$ cat config.mk
export PLATFORM = sky130hd
export DESIGN_NAME = voter_case
export DESIGN_NICKNAME = d
export VERILOG_FILES = /design/src/rtl/voter_case.sv
export SDC_FILE = /design/constraint.sdc
export NUM_CORES = 1
export LEC_CHECK = 0
export CAP_MARGIN = 10
export CORE_AREA = 2 2 39 41
export CTS_CLUSTER_DIAMETER = 30
export DETAILED_ROUTE_END_ITERATION = 12
export DIE_AREA = 0 0 41 43
export GPL_ROUTABILITY_DRIVEN = 0
export REMOVE_ABC_BUFFERS = 1
export SKIP_LAST_GASP = 1
export SYNTH_ARGS = -nofsm -noshare
export SYNTH_HDL_FRONTEND = slang
export SYNTH_SLANG_ARGS = --single-unit
$ cat constraint.sdc
create_clock -name clk -period 0.8 [get_ports clk]
set_input_delay 0.12 -clock clk [delete_from_list [all_inputs] [get_ports clk]]
set_output_delay 0.12 -clock clk [all_outputs]
set_load 0.01 [all_outputs]
$ cat src/rtl/voter_case.sv
`default_nettype none
// ============================================================================
// Module      : voter_case
// Description : Four-member majority voter with a registered one-hot verdict.
//               Optional macro VOTER_TIEBREAK_EN lets the chairperson (I[3])
//               resolve a 2-2 split.
// Revision    : 1.0 - initial release
// ============================================================================
module voter_case #(
    parameter int PASS_THRESHOLD = 3
) (
    input  logic       clk,
    input  logic       rst_n,
    input  logic [3:0] I,
    output logic [2:0] O
);

    localparam logic [2:0] V_NONE    = 3'b000;
    localparam logic [2:0] V_PASS    = 3'b001;
    localparam logic [2:0] V_TIE     = 3'b010;
    localparam logic [2:0] V_FAIL    = 3'b100;
    localparam logic [2:0] THRESHOLD = 3'(PASS_THRESHOLD);
    localparam logic [2:0] TIE_COUNT = 3'd2;

    logic [2:0] yes_cnt;
    logic [2:0] verdict_next;

    always_comb begin
        yes_cnt = {2'b00, I[0]} + {2'b00, I[1]} + {2'b00, I[2]} + {2'b00, I[3]};
    end

    always_comb begin
        verdict_next = V_FAIL;
        if (yes_cnt >= THRESHOLD) begin
            verdict_next = V_PASS;
        end else if (yes_cnt == TIE_COUNT) begin
`ifdef VOTER_TIEBREAK_EN
            // Chairperson casts the deciding vote on an even split.
            verdict_next = I[3] ? V_PASS : V_FAIL;
`else
            verdict_next = V_TIE;
`endif
        end
    end

    always_ff @(posedge clk or negedge rst_n) begin
        if (!rst_n) begin
            O <= V_NONE;
        end else begin
            O <= verdict_next;
        end
    end

endmodule
`default_nettype wire

==> metrics, run 1 <==
maximum fanout along the worst path 2; worst slack at placement -1040 ps; register share of total power about 29%; IO Port Bufs 8; RSZ-0062 raised after global routing yes; Crit. End Element flop; drt total wl around 350 um; biggest regs O: 3 flops; fin area between 300 and 400 sq um; WP data arrival roughly 1300 ps; Core ar. around 0.0014 sq mm; max FFs per register 3; CTS Hold Bufs 0; outcome finished, violations left; first-pass GRT wire length between 500 and 600 um; crit-path max cell delay around 520 ps; total global routing overflow 0; die width 41 um; Detailed Place HPWL between 200 and 300 um; Distinct cells, synth 6; Die H 43 um; clock share of power 41.2%; Slowest cell on crit path fa_1; antenna viol nets, final 0; largest net degree at the start of global routing 4; Comb pwr share between 20% and 30%; clk buf depth 2; pwr dens approximately 2000 mW/mm^2; worst endpoint required time slightly above 900 ps; multi-input logic area 115 sq um; Final WS setup -382 ps; final worst-path cycle share 148%; Peak VDD IR around 260 uV; io pins 9; drt pass-1 iters 1; slew margin rel. slightly below 90%; layout cell share with drive strength beyond 1 a little over three fifths; Area Overhead vs Synth 100%; Final min period between 1000 and 1500 ps; die area about 0.0018 sq mm; Clock transition at path regs ~40 ps; Most common cell on crit path ha_4; Layout Cells excl Fill 40; CTS H-tree lvls 1; Starting Density between 10% and 20%; Routed WL per cell a little under 9 um; CTS Buf Count 3; CTS Root Cell clkbuf_4; DR vias/cell roughly 3.2; Tot Pwr approximately 0.00064 W; Post-DP Area between 200 and 300 sq um; diode count 0; Tot GR Track Use under 10%; CP Launch Type input port; crit path to O[1]; sequential area share after synthesis 46.9%; Worst Setup SP I[3]; maxcap violations 0; CP bufs+invs 1; Slew @ Worst Pin between 150 and 200 ps; placed cells 35; Setup-failing EPs final 6; Final Hold Fails 0; FF/Latch Area between 70 and 80 sq um; Mapped Avg Cell Area approximately 15 sq um; DRT iter0 DRCs 0; cell family with the largest share of critical-path delay adder cells; synthesized instance count 11; Vias ~130; Leakage 0.147 nW; number of global-route vias before repair roughly 160; initial antenna violation count 0; CTS tree built; f_max 0.846 GHz; nets 35; Reg with most FFs O; Crit. path cell count 5; fillcell total roughly 150; final core utilization roughly 23%; CTS Sinks 3; switching share of total power 25.7%; Final Max Slew Viols 0; Hold Crit Class input port to asynchronous set/reset pin; critical setup path kind input port to flop; register bit total from synthesis 3; crit-path cells buf_6 > fa_1 > ha_4 > ha_4 > nor3b_2; NetSw around 0.00017 W; synthesized cell area approximately 160 sq um; failing checks negative setup slack; Synth Warn # 0; DRC 0; P_int 0.000478 W; Core Rows 14
[power by group through the flow]
| stage | clock network [W] | registers [W] | logic [W] |
|---|---|---|---|
| floorplan | 0 | 0.000201 | 0.0000541 |
| global placement | 0 | 0.000186 | 0.000155 |
| detailed placement | 0 | 0.000188 | 0.000161 |
| CTS | 0.000285 | 0.000185 | 0.000155 |
| global route | 0.000282 | 0.000189 | 0.000216 |
| finish | 0.000265 | 0.000187 | 0.000191 |
[cells in the mapped netlist (all sizes together)]
| cell | n | area [sq um] |
|---|---|---|
| dfrtp | 3 | 75.1 |
| ha | 3 | 37.5 |
| inv | 2 | 7.51 |
| a21o | 1 | 7.51 |
| fa | 1 | 20.0 |
| nor3b | 1 | 12.5 |
[final cells by class]
class | count | area share [%]
repair buffers | 9 | 23.0
well taps | 16 | 6.25
clock buffers | 4 | 8.20
flip-flops and latches | 3 | 23.4
inverters | 2 | 3.13
multi-input cells | 6 | 35.9
[metrics by stage]
step,TNS (ps),hold WS [ps]
final,-1160,68.5
after global placement,-3220,305
after CTS,-1280,61.2
after floorplan,-1360,-176
after detailed placement,-3330,314
after global routing,-1300,73.0
[how the worst min path moves through the flow]
| stage | startpoint | endpoint | slack (ps) | cells after the start |
|---|---|---|---|---|
| 2_1_floorplan | rst_n | O[0] | -180 | 0 |
| 3_3_place_gp | rst_n | O[2] | 310 | 1 |
| 3_5_place_dp | rst_n | O[1] | 310 | 1 |
| 4_1_cts | rst_n | O[1] | 60 | 1 |
| 5_1_grt | rst_n | O[1] | 70 | 1 |
| 6_report | rst_n | O[1] | 70 | 1 |
[routing by layer]
| metal | up-vias | global-route usage, % | routed length (um) |
|---|---|---|---|
| li1 | 60 | - | - |
| met4 | 0 | 8.00 | 0 |
| met3 | 0 | 4.71 | 62 |
| met5 | - | 0 | 0 |
| met1 | 59 | 4.50 | 115 |
| met2 | 9 | 6.88 | 169 |
[placed cells by master (no fill, tap or decap)]
cell type and count:
inv_4 1, inv_1 1, clkbuf_1 1, fa_1 1, buf_6 3, nor3b_2 1
dfrtp_1 3, ha_4 3, clkbuf_4 3, buf_2 4, clkdlybuf4s50_1 2, a21o_1 1
[repair_timing]
item / CTS / global route
setup endpoints to repair: 6 / 6
cloned: 0 / 0
pin swaps: 4 / 1
buffers inserted: 1 / 0
resized for setup: 27 / 7
[kinds of logic after synthesis]
group	after synthesis	share of synthesized area, %
adder cells (fa/ha/maj)	4	35.9
flip-flops	3	46.9
buffers and inverters	2	4.69
AO/OA/AOI/OAI	1	4.69
AND/OR/NAND/NOR	1	7.81
Note: power is estimated with default switching activity, not from simulation.
==> run 2: changes to the inputs <==
--- a/config.mk
+++ b/config.mk
@@ -8,9 +8,11 @@
 export CAP_MARGIN = 10
 export CORE_AREA = 2 2 39 41
 export CTS_CLUSTER_DIAMETER = 30
+export CTS_CLUSTER_SIZE = 24
 export DETAILED_ROUTE_END_ITERATION = 12
 export DIE_AREA = 0 0 41 43
 export GPL_ROUTABILITY_DRIVEN = 0
+export PLACE_DENSITY = 0.39
 export REMOVE_ABC_BUFFERS = 1
 export SKIP_LAST_GASP = 1
 export SYNTH_ARGS = -nofsm -noshare
==> metrics, run 2 (synthesis results as in run 1) <==
DR vias/cell 3.08 (-3.8%); f_max 0.846 GHz (about the same); postcts setup bufs 0 (-1); drt pass-1 iters 1 (unchanged); CTS Buf Count 3 (unchanged); Layout Cells excl Fill 39 (-2.5%); WP data arrival 1300 ps (about the same); Leakage 0.139 nW (-5.5%); Hold WS 67.0 ps (-1.56 ps); critical setup path kind input port to flop; layout cell share with drive strength beyond 1 52.2% (-10 points); DRT iter0 DRCs 0 (unchanged); outcome finished, violations left; Post-DP Area 260 sq um (unchanged); slew margin rel. 90.1% (+0.85 points); CTS Hold Bufs 0 (unchanged); NetSw 0.000151 W (-8.8%); Slew @ Worst Pin 147 ps (-12.7 ps); Final Hold Fails 0 (unchanged); antenna viol nets, final 0 (unchanged); Crit. End Element flop; largest net degree at the start of global routing 4 (unchanged); drt total wl 285 um (-18%); total global routing overflow 0 (unchanged); Reg with most FFs O; first-pass GRT wire length 455 um (-15%); CTS Sinks 3 (unchanged); Setup-failing EPs final 6 (unchanged); switching share of total power 24.9% (-0.78 points); clk buf depth 2 (unchanged); FF/Latch Area 75.1 sq um (unchanged); Area Overhead vs Synth 79.7%; fillcell total 150 (-2.0%); most common cell after layout, fill and taps aside buf_2; Slowest cell on crit path fa_1; P_int 0.000455 W (-5.0%); maxcap violations 0 (unchanged); multi-input logic area 103 sq um (-11%); CTS H-tree lvls 1 (unchanged); CTS Root Cell clkbuf_4; final worst-path cycle share 148% (about the same); Comb pwr share 26.3% (-3.4 points); Core Rows 14 (unchanged); die area 0.00176 sq mm (unchanged); Peak VDD IR 478 uV (+83%); maximum fanout along the worst path 2 (unchanged); commonest cells after routing, fill and taps aside 5 x buf_2, 3 x dfrtp_1, 3 x clkbuf_4; Tot GR Track Use 4.53% (-1.2 points); DRC 0 (unchanged); nets 34 (-2.9%); CTS tree built; Most common cell on crit path ha_4; Final min period 1180 ps (-1.14 ps); initial antenna violation count 0 (unchanged); worst endpoint required time 920 ps (about the same); Final WS setup -381 ps (+1.14 ps); Final Max Slew Viols 0 (unchanged); Die H 43 um (unchanged); die width 41 um (unchanged); Core ar. 0.00138 sq mm (unchanged); Clock transition at path regs 40 ps (about the same); max FFs per register 3 (unchanged); crit-path cells buf_6 > fa_1 > ha_4 > ha_4 > a21o_1; Starting Density 11.6% (unchanged); io pins 9 (unchanged); register share of total power 30.2% (+1.1 points); Hold Crit Class input port to asynchronous set/reset pin; setup_tns -1060 ps (+103 ps); Routed WL per cell 7.31 um (-16%); biggest regs O: 3 flops; failing checks negative setup slack; IO Port Bufs 8 (unchanged); CP Launch Type input port; fin area 288 sq um (-10%); diode count 0 (unchanged); worst slack at placement -1040 ps (-1.50 ps); pwr dens 2100 mW/mm^2 (+4.7%); RSZ-0062 raised after global routing yes; number of global-route vias before repair 123 (-22%); crit-path max cell delay 510 ps (about the same); clock share of power 43.4% (+2.2 points); placed cells 35 (unchanged); Vias 120 (-6.3%)
-- run 2: repair_timing --
action,CTS,global route
resized for setup,26,1
pin swaps,4,1
setup endpoints to repair,6,6
-- run 2: worst max-delay path: cells and delay by family --
family / cells / cell delay [ps]
buffers and inverters: 1 / 90
AO/OA/AOI/OAI: 1 / 150
adder cells (fa/ha/maj): 3 / 930
-- run 2: area by class of cell --
type | instances | area share [%]
sequential | 3 | 26.1
inverter | 2 | 2.61
clock buffer | 4 | 9.13
tap | 16 | 6.96
multi-input combinational | 6 | 35.7
timing repair buffer | 8 | 19.6
-- run 2: power groups by stage --
| stage | clock, W | combinational (W) | sequential (W) |
|---|---|---|---|
| after CTS | 0.000280 | 0.000146 | 0.000183 |
| after global placement | 0 | 0.000156 | 0.000185 |
| after global routing | 0.000296 | 0.000179 | 0.000184 |
| after floorplan | 0 | 0.0000541 | 0.000201 |
| after detailed placement | 0 | 0.000160 | 0.000187 |
| final | 0.000263 | 0.000159 | 0.000183 |
-- run 2: how the worst max path moves through the flow --
stage	from	endpoint
2_1_floorplan	I[0]	O[0]
3_3_place_gp	I[0]	O[0]
3_5_place_dp	I[0]	O[0]
4_1_cts	I[3]	O[0]
5_1_grt	I[3]	O[0]
6_report	I[3]	O[0]
-- run 2: layer usage --
| layer | track usage (%) | wire length (um) | share of wire, % |
|---|---|---|---|
| met1 | 4.21 | 116 | 41 |
| met2 | 5.31 | 105 | 37 |
| met3 | 3.14 | 55 | 19 |
| met4 | 6.00 | 8 | 2.8 |
| met5 | 0 | 0 | 0 |
-- run 2: through the flow --
step	util [%]	power (W)
2_1_floorplan	-	0.000255
3_3_place_gp	18.8	0.000341
3_5_place_dp	18.8	0.000346
4_1_cts	20.1	0.000609
5_1_grt	20.8	0.000659
6_report	20.8	0.000605
